<file path="src/rtl/lcm_pkg.sv">
// Shared definitions for the sequential LCM unit: default operand width,
// FSM state type and a helper sizing the per-phase cycle counter.
package lcm_pkg;

  // Default operand width in bits.
  localparam int LCM_W_DEFAULT = 16;

  // Top-level FSM states.
  typedef enum logic [2:0] {
    ST_IDLE = 3'd0,
    ST_GCD  = 3'd1,
    ST_DIV  = 3'd2,
    ST_MUL  = 3'd3,
    ST_DONE = 3'd4
  } lcm_state_e;

  // Width of a counter that must reach w-1 (never narrower than one bit).
  function automatic int cnt_width(input int w);
    return (w > 1) ? $clog2(w) : 1;
  endfunction

endpackage

</file>
<file path="src/rtl/lcm_unit_seq_gcd.sv">
// gcd_seq_core: subtractive GCD engine. A start pulse loads the operand pair;
// each following cycle performs one swap or subtract step, and done pulses
// (with gcd valid) in the cycle B reaches zero, after which the core is idle.
module gcd_seq_core
  import lcm_pkg::*;
#(
  parameter int W = LCM_W_DEFAULT
) (
  input  logic         clk,
  input  logic         rst_n,
  input  logic         start,
  input  logic [W-1:0] a_in,
  input  logic [W-1:0] b_in,
  output logic         done,
  output logic [W-1:0] gcd
);

  logic         busy_q, busy_d;
  logic [W-1:0] a_q, a_d;
  logic [W-1:0] b_q, b_d;

  // Operand registers and busy flag.
  always_ff @(posedge clk or negedge rst_n) begin
    if (!rst_n) begin
      busy_q <= 1'b0;
      a_q    <= '0;
      b_q    <= '0;
    end else begin
      busy_q <= busy_d;
      a_q    <= a_d;
      b_q    <= b_d;
    end
  end

  // One GCD step per cycle: swap so A>=B, subtract while B!=0, finish on B==0.
  always_comb begin
    busy_d = busy_q;
    a_d    = a_q;
    b_d    = b_q;
    done   = 1'b0;
    if (!busy_q) begin
      if (start) begin
        a_d    = a_in;
        b_d    = b_in;
        busy_d = 1'b1;
      end
    end else if (a_q < b_q) begin
      a_d = b_q;
      b_d = a_q;
    end else if (b_q != '0) begin
      a_d = a_q - b_q;
    end else begin
      done   = 1'b1;
      busy_d = 1'b0;
    end
  end

  assign gcd = a_q;

endmodule

</file>
<file path="src/rtl/lcm_unit_seq.sv">
// lcm_unit_seq: sequential least-common-multiple unit.
// lcm(a,b) = (a / gcd(a,b)) * b, computed as: subtractive GCD (gcd_seq_core),
// W-cycle restoring division, then W-cycle shift-add multiply into 2W bits.
// A zero operand short-circuits straight to a result of 0.
// Optional build macro LCM_UNIT_GCD_OUT_EN adds the out_gcd output port.
module lcm_unit_seq
  import lcm_pkg::*;
#(
  parameter int W = LCM_W_DEFAULT
) (
  input  logic           clk,
  input  logic           rst_n,
  input  logic           in_val,
  output logic           in_rdy,
  input  logic [W-1:0]   inA,
  input  logic [W-1:0]   inB,
  output logic           out_val,
  input  logic           out_rdy,
  output logic [2*W-1:0] out
`ifdef LCM_UNIT_GCD_OUT_EN
  ,
  output logic [W-1:0]   out_gcd
`endif
);

  localparam int CW = cnt_width(W);

  lcm_state_e     state_q, state_d;
  logic [W-1:0]   op_a_q, op_a_d;    // captured first operand (dividend)
  logic [W-1:0]   op_b_q, op_b_d;    // captured second operand (multiplicand)
  logic [W-1:0]   g_q, g_d;          // gcd, 0 for a zero operand
  logic [W-1:0]   rem_q, rem_d;      // division partial remainder
  logic [W-1:0]   quo_q, quo_d;      // quotient during DIV, shifting multiplier during MUL
  logic [CW-1:0]  cnt_q, cnt_d;      // bit counter for DIV and MUL phases
  logic [2*W-1:0] acc_q, acc_d;      // product accumulator
  logic [2*W-1:0] mcand_q, mcand_d;  // left-shifting multiplicand
  logic [2*W-1:0] out_q, out_d;      // result register, held between transactions

  logic           gcd_start;
  logic           gcd_done;
  logic [W-1:0]   gcd_val;

  // Division / multiplication step values.
  logic [W:0]     div_t;
  logic [W:0]     div_sub;
  logic           div_ge;
  logic [W-1:0]   rem_step;
  logic [W-1:0]   quo_step;
  logic [2*W-1:0] acc_step;
  logic           last_cnt;

  gcd_seq_core #(.W(W)) u_gcd (
    .clk   (clk),
    .rst_n (rst_n),
    .start (gcd_start),
    .a_in  (inA),
    .b_in  (inB),
    .done  (gcd_done),
    .gcd   (gcd_val)
  );

  // State and datapath registers; reset clears everything and returns to IDLE.
  always_ff @(posedge clk or negedge rst_n) begin
    if (!rst_n) begin
      state_q <= ST_IDLE;
      op_a_q  <= '0;
      op_b_q  <= '0;
      g_q     <= '0;
      rem_q   <= '0;
      quo_q   <= '0;
      cnt_q   <= '0;
      acc_q   <= '0;
      mcand_q <= '0;
      out_q   <= '0;
    end else begin
      state_q <= state_d;
      op_a_q  <= op_a_d;
      op_b_q  <= op_b_d;
      g_q     <= g_d;
      rem_q   <= rem_d;
      quo_q   <= quo_d;
      cnt_q   <= cnt_d;
      acc_q   <= acc_d;
      mcand_q <= mcand_d;
      out_q   <= out_d;
    end
  end

  // Per-cycle arithmetic: one restoring-division bit and one shift-add bit.
  always_comb begin
    div_t    = {rem_q, quo_q[W-1]};
    div_sub  = div_t - {1'b0, g_q};
    div_ge   = (div_t >= {1'b0, g_q});
    rem_step = div_ge ? div_sub[W-1:0] : div_t[W-1:0];
    quo_step = (quo_q << 1) | {{(W-1){1'b0}}, div_ge};
    acc_step = acc_q + (quo_q[0] ? mcand_q : '0);
    last_cnt = (cnt_q == CW'(W - 1));
  end

  // Next-state and datapath control for the IDLE/GCD/DIV/MUL/DONE sequence.
  always_comb begin
    state_d   = state_q;
    op_a_d    = op_a_q;
    op_b_d    = op_b_q;
    g_d       = g_q;
    rem_d     = rem_q;
    quo_d     = quo_q;
    cnt_d     = cnt_q;
    acc_d     = acc_q;
    mcand_d   = mcand_q;
    out_d     = out_q;
    gcd_start = 1'b0;

    case (state_q)
      ST_IDLE: begin
        // in_rdy is high throughout IDLE, so in_val alone completes the accept.
        if (in_val) begin
          op_a_d = inA;
          op_b_d = inB;
          if (inA == '0 || inB == '0) begin
            out_d   = '0;
            g_d     = '0;
            state_d = ST_DONE;
          end else begin
            // The GCD core loads inA/inB on this same edge.
            gcd_start = 1'b1;
            state_d   = ST_GCD;
          end
        end
      end

      ST_GCD: begin
        if (gcd_done) begin
          g_d     = gcd_val;
          rem_d   = '0;
          quo_d   = op_a_q;
          cnt_d   = '0;
          state_d = ST_DIV;
        end
      end

      ST_DIV: begin
        rem_d = rem_step;
        quo_d = quo_step;
        cnt_d = cnt_q + 1'b1;
        if (last_cnt) begin
          // quo_step now holds opA/g exactly; it becomes the multiplier.
          cnt_d   = '0;
          acc_d   = '0;
          mcand_d = {{W{1'b0}}, op_b_q};
          state_d = ST_MUL;
        end
      end

      ST_MUL: begin
        acc_d   = acc_step;
        mcand_d = mcand_q << 1;
        quo_d   = quo_q >> 1;
        cnt_d   = cnt_q + 1'b1;
        if (last_cnt) begin
          cnt_d   = '0;
          out_d   = acc_step;
          state_d = ST_DONE;
        end
      end

      ST_DONE: begin
        if (out_rdy) begin
          state_d = ST_IDLE;
        end
      end

      default: begin
        state_d = ST_IDLE;
      end
    endcase
  end

  assign in_rdy  = (state_q == ST_IDLE);
  assign out_val = (state_q == ST_DONE);
  assign out     = out_q;

`ifdef LCM_UNIT_GCD_OUT_EN
  // g_q is only written on accept or GCD completion, so it is stable in DONE.
  assign out_gcd = g_q;
`else
  // Without the gcd port, g_q serves only as the divisor.
`endif

endmodule

</file>
<file path="config.mk">
export PLATFORM = sky130hd
export DESIGN_NAME = lcm_unit_seq
export DESIGN_NICKNAME = d
export VERILOG_FILES = /design/src/rtl/lcm_pkg.sv /design/src/rtl/lcm_unit_seq_gcd.sv /design/src/rtl/lcm_unit_seq.sv
export SDC_FILE = /design/constraint.sdc
export NUM_CORES = 1
export LEC_CHECK = 0
export CORE_MARGIN = 1
export CORE_UTILIZATION = 60
export DETAILED_ROUTE_END_ITERATION = 10
export GPL_ROUTABILITY_DRIVEN = 0
export GPL_TIMING_DRIVEN = 1
export PLACE_DENSITY = 0.8
export SLEW_MARGIN = 5
export SYNTH_ARGS = -nofsm -noshare
export SYNTH_HDL_FRONTEND = slang
export SYNTH_HIERARCHICAL = 1
export SYNTH_SLANG_ARGS = --single-unit
</file>
<file path="constraint.sdc">
create_clock -name clk -period 7.24 [get_ports clk]
set_clock_uncertainty 0.05 [all_clocks]
set_input_delay 1.086 -clock clk [delete_from_list [all_inputs] [get_ports clk]]
set_output_delay 1.086 -clock clk [all_outputs]
set_load 0.02 [all_outputs]
</file>
==> impl_metrics.json, run 1 <==
{
  "placed_cell_area_um2": 13700,
  "cts_made_buffers": 24,
  "ys_async_sr_fraction_pct": 100,
  "routed_len_inst_um": 19.8,
  "tightest_slew_ns": 1.10,
  "cts-hold-fix-buffers": 0,
  "critical_path.cell_chain": "ha_1 -> a21oi_1 -> nand2_1 -> a221oi_4 -> nand2_2 -> and2_1 -> and2_1 -> and2_1 -> buf_4 -> nor2_1 -> nand2_1 -> o21ai_0",
  "htree_num_levels": 1,
  "grt_util_all_layers_pct": 31.7,
  "crit_path_top_delay_cell": "nor2_1",
  "synth_top_family_by_area": "compound AO/OA/AOI/OAI gates",
  "clock_sinks": 216,
  "vias": 11000,
  "synth-adder-area-share_pct": 6.69,
  "synthesized_cell_area_um2": 12900,
  "cellPowerDensity_nw_per_um2": 392,
  "avgViaCountPerCell": 6.39,
  "timing.final.hold_violations": 0,
  "overflow": 0,
  "die_y_um": 148,
  "drt_pass1_iterations": 6,
  "ys_seq_area_share_pct": 42.0,
  "post_synth_inst_count": 1404,
  "grt_pass1_vias": 10600,
  "hold-path-endpoint": "out[8]",
  "synth_xor_area_share_pct": 2.86,
  "post-route-cell-area_um2": 14400,
  "outcome": "finished, final reports clean",
  "diodes": 0,
  "critical_register_to_register_path_startpoint": "u_gcd/gcd[14]",
  "synth.ff_latch_count": 216,
  "finalNetCount": 1537,
  "timing.setup.critical_path_class": "reg -> reg",
  "grt_setup_unrepaired": "false",
  "io_buffers": 69,
  "final.min_clock_period_ns": 3.98,
  "cellLeakagePower_nw": 6.79,
  "cp.arrival_ns": 4.34,
  "maxSlewHeadroom_pct": 26.2,
  "floorplan.die.width_um": 148,
  "design.core.area_um2": 21000,
  "place_ws_ns": 3.09,
  "path_max_fanout": 34,
  "initial_antenna_violation_count": 0,
  "synth-edff-count": 0,
  "rows": 53,
  "syn2layout_area_growth_pct": 12.2,
  "area_of_the_die_um2": 22000,
  "fmax_mhz": 252,
  "initial_core_util_pct": 61.2,
  "critical_path.reg2reg.endpoint": "rem_q[0]",
  "drt_first_iter_violations": 1117,
  "timing.critical_path.from_type": "flip-flop",
  "critPathRequiredTime_ns": 7.60,
  "detail-route-antenna-nets": 0,
  "holdPathStages": 2,
  "hold_path.class": "reg -> reg",
  "clk_pin_slew_ns": 0.06,
  "grt_start_max_net_pins": 140,
  "tns_ns": 0,
  "regToRegSetupSlack_ns": 3.26,
  "tritoncts": "built",
  "final.period_utilization_pct": 54.9,
  "critPathCaptureType": "flip-flop",
  "final_hpwl_from_detailed_placement_um": 24000,
  "mux_cell_area_share_after_synthesis_pct": 5.25,
  "cts_setup_buffers": 0,
  "io_pins": 70,
  "crit_family": "simple AND/OR/NAND/NOR gates",
  "hold_path.startpoint": "out[8]",
  "cap_viol_max_count": 0,
  "cts_resized": 0,
  "critical-path-max-stage-delay_ns": 0.66,
  "crit_buf_inv": 1,
  "synth_warnings": 6,
  "drc": 0,
  "finalWirelength_um": 34100,
  "synth_compound_area_share_pct": 21.6,
  "fraction_of_final_layout_cells_sized_beyond_drive_strength_1_pct": 7.52,
  "post_synth_and_or_nand_nor_area_fraction_pct": 17.6,
  "critical_path.most_common_cell": "and2_1",
  "synth.avg_cell_area_um2": 9.16,
  "worstSkewPairLatency_ns": 0.52,
  "cts-root-buf": "clkbuf_16",
  "cts_buffer_depth": 3,
  "synth.net_count": 1507,
  "worst-r2r-cell-count": 12,
  "timing.final.max_slew_violations": 0,
  "vdd.ir_drop.worst_mv": 0.370,
  "setup_viol": 0,
  "unique_cell_type_count_in_the_yosys_netlist": 73,
  "grt_first_pass_wirelength_um": 55100,
  "ys_dominant_reg_cell": "dfrtp_1",
  "setup_ws_ns": 3.26
}
tightest hold or removal path, delay by kind of cell, from the launching register on:
kind            cells  cell delay (ns)
flops               1             0.34
compound gates      1             0.06
simple gates        1             0.04
routing by layer:
metal	up-vias	GRT usage (%)	part of all wire (%)
met5	-	0	0
met4	0	10.7	3.2
met3	79	7.98	9.4
met2	454	47.5	44
met1	5358	44.9	44
li1	5130	-	-
sequential cells by signal, indices dropped and copies added (netlist names):
signal / flops
cnt_q: 4
u_gcd/gcd: 16
u_gcd/busy_q: 1
rem_q: 16
g_q: 16
op_a_q: 16
acc_q: 32
state_q: 3
quo_q: 16
op_b_q: 16
u_gcd/b_q: 16
out: 32
mcand_q: 32
cells in the final DEF (no fill, tap or decap), drive strengths merged, types with 11 or more instances in the layout:
cell type	instances
xnor2	25
o21a	17
and2	50
o31ai	12
mux2i	27
ha	64
a211oi	35
nor2b	17
clkdlybuf4s50	68
a31oi	34
inv	49
and3	14
nand3	68
nor4	15
xor2	17
a21o	39
a22o	48
buf	11
a21oi	58
nor2	57
clkbuf	32
nand2	212
dfrtp	216
mux2	36
o21ai	109
nor3	13
how the worst max path moves through the flow:
stage | start | endpoint | slack (ns) | cells after the start
6_report | u_gcd/gcd[14] | rem_q[0] | 3.26 | 12
5_1_grt | u_gcd/gcd[14] | rem_q[2] | 3.01 | 12
4_1_cts | u_gcd/gcd[9] | rem_q[0] | 3.27 | 12
3_5_place_dp | inA[10] | u_gcd/gcd[14] | 3.09 | 9
3_3_place_gp | inA[10] | u_gcd/gcd[14] | 3.16 | 9
2_1_floorplan | u_gcd/gcd[0] | quo_q[13] | 3.97 | 16
through the flow:
| stage | total power (W) | utilization, % | cells | hold WS (ns) |
|---|---|---|---|---|
| finish | 0.00566 | 68.7 | 1724 | 0.428 |
| global route | 0.00604 | 68.7 | 1724 | 0.462 |
| CTS | 0.00562 | 68.7 | 1724 | 0.434 |
| detailed placement | 0.00445 | 65.2 | 1683 | 0.420 |
| global placement | 0.00437 | 65.2 | 1683 | 0.414 |
| floorplan | 0.00383 | - | 1404 | 0.402 |
logic make-up after synthesis:
logic type | count (synthesis)
flip-flops | 216
AO/OA/AOI/OAI | 408
multiplexers | 63
XOR/XNOR | 42
AND/OR/NAND/NOR | 483
buffers and inverters | 125
adder cells (fa/ha/maj) | 67
synth_stat cells, drive strengths merged (17+ instances only):
| cell type | instances | area (µm²) |
|---|---|---|
| a211oi | 35 | 273 |
| a21o | 39 | 293 |
| a21oi | 58 | 305 |
| a22o | 48 | 420 |
| a31oi | 34 | 213 |
| and2 | 50 | 313 |
| buf | 17 | 96.3 |
| clkbuf | 58 | 218 |
| dfrtp | 216 | 5410 |
| ha | 64 | 801 |
| inv | 49 | 184 |
| mux2 | 36 | 405 |
| mux2i | 27 | 270 |
| nand2 | 212 | 798 |
| nand3 | 68 | 345 |
| nor2 | 57 | 214 |
| nor2b | 17 | 106 |
| o21a | 17 | 128 |
| o21ai | 109 | 549 |
| xnor2 | 25 | 219 |
| xor2 | 17 | 149 |
power by group:
group / total [W] / internal (W) / switching [W]
clock: 0.00115 / 0.000659 / 0.000486
combinational: 0.00269 / 0.00106 / 0.00164
sequential: 0.00182 / 0.00149 / 0.000334
cell type report:
| cell class | instances | area (µm²) |
|---|---|---|
| clock buffers | 32 | 682 |
| clock inverters | 9 | 56.3 |
| fillers | 1591 | 6590 |
| inverters | 50 | 188 |
| multi-input cells | 1063 | 6990 |
| flip-flops and latches | 216 | 5410 |
| well taps | 275 | 344 |
| repair buffers | 79 | 771 |
(Power assumes the default switching activity.)
==> run 2: changes to the inputs <==
==> constraint.sdc (replaced) <==
create_clock -name clk -period 3.9 [get_ports clk]
set_clock_uncertainty 0.05 [all_clocks]
set_input_delay 0.585 -clock clk [delete_from_list [all_inputs] [get_ports clk]]
set_output_delay 0.585 -clock clk [all_outputs]
set_load 0.02 [all_outputs]
==> run 2 against run 1 <==
Effect of this change: clock power rose by 120%; final area rose by 2.0%; hold slack got worse by 0.36 ns; sequential cell count did not move.
==> impl_metrics.json, run 2 (same netlist as run 1, synthesis figures left out) <==
{
  "post-layout-total-power_w": 0.0109,
  "cellLeakagePower_nw": 6.94,
  "finalWirelength_um": 34300,
  "final.min_clock_period_ns": 3.40,
  "initial_antenna_violation_count": 0,
  "regToRegSetupSlack_ns": 0.50,
  "area_of_the_die_um2": 22000,
  "drt_first_iter_violations": 1062,
  "die_y_um": 148,
  "cts_resized": 0,
  "finalNetCount": 1550,
  "maxSlewHeadroom_pct": 40.6,
  "critPathRequiredTime_ns": 4.30,
  "cts_buffer_depth": 3,
  "layout_commonest_cell": "dfrtp_1",
  "routed_len_inst_um": 19.7,
  "vdd.ir_drop.worst_mv": 0.621,
  "io_buffers": 69,
  "layout_common_cells": "dfrtp_1, nand2_1, o21ai_0",
  "design.core.area_um2": 21000,
  "cts_made_buffers": 24,
  "cap_viol_max_count": 0,
  "drc": 0,
  "cts-root-buf": "clkbuf_16",
  "tritoncts": "built",
  "drt_pass1_iterations": 6,
  "final.period_utilization_pct": 87.2,
  "cts-hold-fix-buffers": 0,
  "timing.final.hold_violations": 0,
  "overflow": 0,
  "cp.arrival_ns": 3.80,
  "cts_setup_buffers": 0,
  "timing.final.max_slew_violations": 0,
  "fmax_mhz": 294,
  "path_max_fanout": 25,
  "vias": 11000,
  "outcome": "finished, final reports clean",
  "fraction_of_final_layout_cells_sized_beyond_drive_strength_1_pct": 8.81,
  "initial_core_util_pct": 61.2,
  "worstSkewPairLatency_ns": 0.52,
  "tightest_slew_ns": 0.887,
  "critPathCaptureType": "flip-flop",
  "io_pins": 70,
  "tns_ns": 0,
  "cellPowerDensity_nw_per_um2": 743,
  "diodes": 0,
  "grt_setup_unrepaired": "false",
  "timing.setup.critical_path_class": "reg -> reg",
  "timing.critical_path.from_type": "flip-flop",
  "final_hpwl_from_detailed_placement_um": 24300,
  "avgViaCountPerCell": 6.32,
  "htree_num_levels": 1,
  "setup_viol": 0,
  "floorplan.die.width_um": 148,
  "detail-route-antenna-nets": 0,
  "grt_pass1_vias": 10700,
  "clk_pin_slew_ns": 0.06,
  "grt_first_pass_wirelength_um": 56200,
  "grt_util_all_layers_pct": 32.1,
  "hold_path.class": "in -> async",
  "grt_start_max_net_pins": 111,
  "syn2layout_area_growth_pct": 14.4,
  "rows": 53,
  "clock_sinks": 216
}
==> run 2: report_power, final <==
part           switching, W  internal, W
clock network      0.000947      0.00154
logic               0.00306      0.00204
registers          0.000572      0.00277
total               0.00458      0.00635
==> run 2: final timing paths <==
kind | from | end | depth (start not counted)
setup / recovery | quo_q[0] | out[26] | 11
hold / removal | rst_n | rem_q[10] | 1
setup reg to reg | quo_q[0] | out[26] | 11
hold reg to reg | out[0] | out[0] | 2
max in group asynchronous | rst_n | out[19] | 2
min in group clk | out[0] | out[0] | 2
==> run 2: cell type report <==
type / instances / area, µm²
clock buffers: 27 / 653
inverters: 50 / 188
repair buffers: 92 / 906
fillers: 1549 / 6300
well taps: 275 / 344
clock inverters: 17 / 231
flip-flops and latches: 216 / 5410
multi-input cells: 1063 / 6990
==> run 2: worst max-delay path, stage by stage (launching register included) <==
cell,delay (ns)
dfrtp_1,0.51
buf_4,0.32
and2_1,0.19
ha_1,0.31
a211oi_1,0.26
o21ai_0,0.12
o21ai_0,0.14
o21ai_0,0.24
o2111ai_1,0.36
a21boi_1,0.20
or4_1,0.51
nand3_1,0.11
==> run 2: metal layers <==
metal / wire (µm) / GRT usage, % / vias up
met4: 961 / 9.64 / 0
met5: 0 / 0 / -
li1: - / - / 5148
met2: 15100 / 48.9 / 460
met1: 15500 / 46.7 / 5318
met3: 2720 / 5.80 / 71
==> run 2: stage by stage <==
step           instance area (µm²)  instances  util (%)  worst slack [ns]  hold slack, ns
5_1_grt                      14700       1740      70.0             0.246           0.133
2_1_floorplan                12900       1404         -             0.625           0.239
6_report                     14700       1740      70.0             0.500          0.0716
3_3_place_gp                 13800       1696      65.8             0.647           0.417
3_5_place_dp                 13800       1696      65.8             0.621           0.418
4_1_cts                      14700       1740      70.0             0.562           0.126
==> run 3: changes to the inputs <==
--- a/config.mk
+++ b/config.mk
@@ -5,6 +5,7 @@
 export SDC_FILE = /design/constraint.sdc
 export NUM_CORES = 1
 export LEC_CHECK = 0
+export CORE_ASPECT_RATIO = 1.2
 export CORE_MARGIN = 1
 export CORE_UTILIZATION = 60
 export DETAILED_ROUTE_END_ITERATION = 10
==> run 3 against run 2 <==
Effect of this change: die area about the same; critical path depth unchanged; critical path type unchanged; clock power down 8%.
==> impl_metrics.json, run 3 (same netlist as run 1, synthesis figures left out) <==
{
  "critical_register_to_register_path_startpoint": "u_gcd/gcd[11]",
  "critPathRequiredTime_ns": 4.27,
  "tightest_slew_ns": 0.997,
  "p_seq_share_pct": 30.9,
  "grt_start_max_net_pins": 112,
  "routed_len_inst_um": 19.8,
  "drc": 0,
  "clk_pin_slew_ns": 0.06,
  "initial_core_util_pct": 61.3,
  "initial_antenna_violation_count": 0,
  "vias": 10900,
  "cellPowerDensity_nw_per_um2": 737,
  "tns_ns": 0,
  "grt_setup_unrepaired": "false",
  "htree_num_levels": 1,
  "power_frac_clock_pct": 21.4,
  "finalNetCount": 1549,
  "drt_pass1_iterations": 5,
  "layout_common_cells": "dfrtp_1, nand2_1, o21ai_0",
  "cp.arrival_ns": 3.72,
  "grt_util_all_layers_pct": 32.2,
  "syn2layout_area_growth_pct": 13.4,
  "drt_first_iter_violations": 963,
  "placed_cells_incl_taps": 1691,
  "area_of_the_die_um2": 22000,
  "cts_buffer_depth": 3,
  "tritoncts": "built",
  "die_y_um": 162,
  "setup_viol": 0,
  "vdd.ir_drop.worst_mv": 0.629,
  "final.min_clock_period_ns": 3.35,
  "rows": 58,
  "net-switching-power_w": 0.00458,
  "clock_sinks": 216,
  "combinationalPowerShare_pct": 47.7,
  "outcome": "finished, final reports clean",
  "maxSlewHeadroom_pct": 33.5,
  "timing.critical_path.from_type": "flip-flop",
  "hold_path.class": "in -> async",
  "overflow": 0,
  "avgViaCountPerCell": 6.30,
  "io_buffers": 69,
  "cap_viol_max_count": 0,
  "stdcell_count": 1730,
  "worstSkewPairLatency_ns": 0.51,
  "grt_first_pass_wirelength_um": 55600,
  "io_pins": 70,
  "cts_resized": 0,
  "design.core.area_um2": 21000,
  "layout_commonest_cell": "dfrtp_1",
  "worst-r2r-cell-count": 11,
  "regToRegSetupSlack_ns": 0.55,
  "critical_path.reg2reg.endpoint": "rem_q[4]",
  "timing.final.hold_violations": 0,
  "path_max_fanout": 11,
  "cts_made_buffers": 23,
  "final.period_utilization_pct": 85.9,
  "cellLeakagePower_nw": 6.87,
  "critPathCaptureType": "flip-flop",
  "fraction_of_final_layout_cells_sized_beyond_drive_strength_1_pct": 8.22,
  "final_hpwl_from_detailed_placement_um": 24700,
  "diodes": 0,
  "detail-route-antenna-nets": 0,
  "fmax_mhz": 299,
  "cts-hold-fix-buffers": 0,
  "power.share.switching_pct": 42.7,
  "cts-root-buf": "clkbuf_16",
  "grt_pass1_vias": 10700,
  "internal-power_w": 0.00616,
  "timing.final.max_slew_violations": 0,
  "cts_setup_buffers": 0,
  "timing.setup.critical_path_class": "reg -> reg",
  "finalWirelength_um": 34300,
  "hold_ws_ns": 0.0438,
  "floorplan.die.width_um": 136,
  "post-layout-total-power_w": 0.0107
}
run 3: cell count changes in the layout (fill, tap and decap cells not counted), sizes merged:
cell	delta
clkinv	-7
clkbuf	+2
clkinvlp	+2
bufinv	-1
inv	-1
run 3: worst max path at each step:
| stage | startpoint | end | slack [ns] | cells after the start |
|---|---|---|---|---|
| after global routing | u_gcd/gcd[11] | rem_q[3] | 0.33 | 11 |
| final | u_gcd/gcd[11] | rem_q[4] | 0.55 | 11 |
| after global placement | u_gcd/gcd[9] | rem_q[10] | 0.65 | 11 |
| after detailed placement | u_gcd/gcd[9] | rem_q[2] | 0.57 | 11 |
| after CTS | u_gcd/gcd[9] | rem_q[4] | 0.55 | 11 |
| after floorplan | u_gcd/gcd[0] | quo_q[13] | 0.63 | 16 |
run 3: stage by stage:
stage,util (%),setup WS [ns],instance area (µm²)
after detailed placement,65.8,0.574,13800
final,69.5,0.550,14600
after global placement,65.8,0.649,13800
after CTS,69.5,0.555,14600
after floorplan,-,0.625,12900
after global routing,69.5,0.326,14600
run 3: cell type report:
class / count / area (µm²)
fill: 1622 / 6390
tap: 270 / 338
multi-input combinational: 1063 / 6990
clock inverter: 10 / 165
clock buffer: 29 / 618
sequential: 216 / 5410
timing repair buffer: 92 / 881
inverter: 50 / 188
run 3: power by group through the flow:
stage / registers (W) / logic, W / clock network, W
after global placement: 0.00332 / 0.00490 / 0
final: 0.00332 / 0.00513 / 0.00230
after CTS: 0.00331 / 0.00506 / 0.00232
after global routing: 0.00337 / 0.00563 / 0.00241
after detailed placement: 0.00334 / 0.00502 / 0
after floorplan: 0.00308 / 0.00403 / 0
run 3: critical path, stage by stage (launching register included):
cell and delay, ns:
dfrtp_1 0.43, ha_1 0.41, a21oi_2 0.19, o21ai_2 0.11, a221oi_4 0.40, nand2_2 0.08
and2_1 0.23, and2_1 0.21, and2_1 0.23, nor2_1 0.69, nand2_1 0.11, o21ai_0 0.11
run 3: per-layer routing:
metal / vias to the layer above / routed length [µm] / global-route usage, %
met5: - / 0 / 0
met2: 438 / 16800 / 53.8
met1: 5198 / 13900 / 40.8
met3: 121 / 1630 / 3.42
li1: 5143 / - / -
met4: 0 / 1940 / 17.5
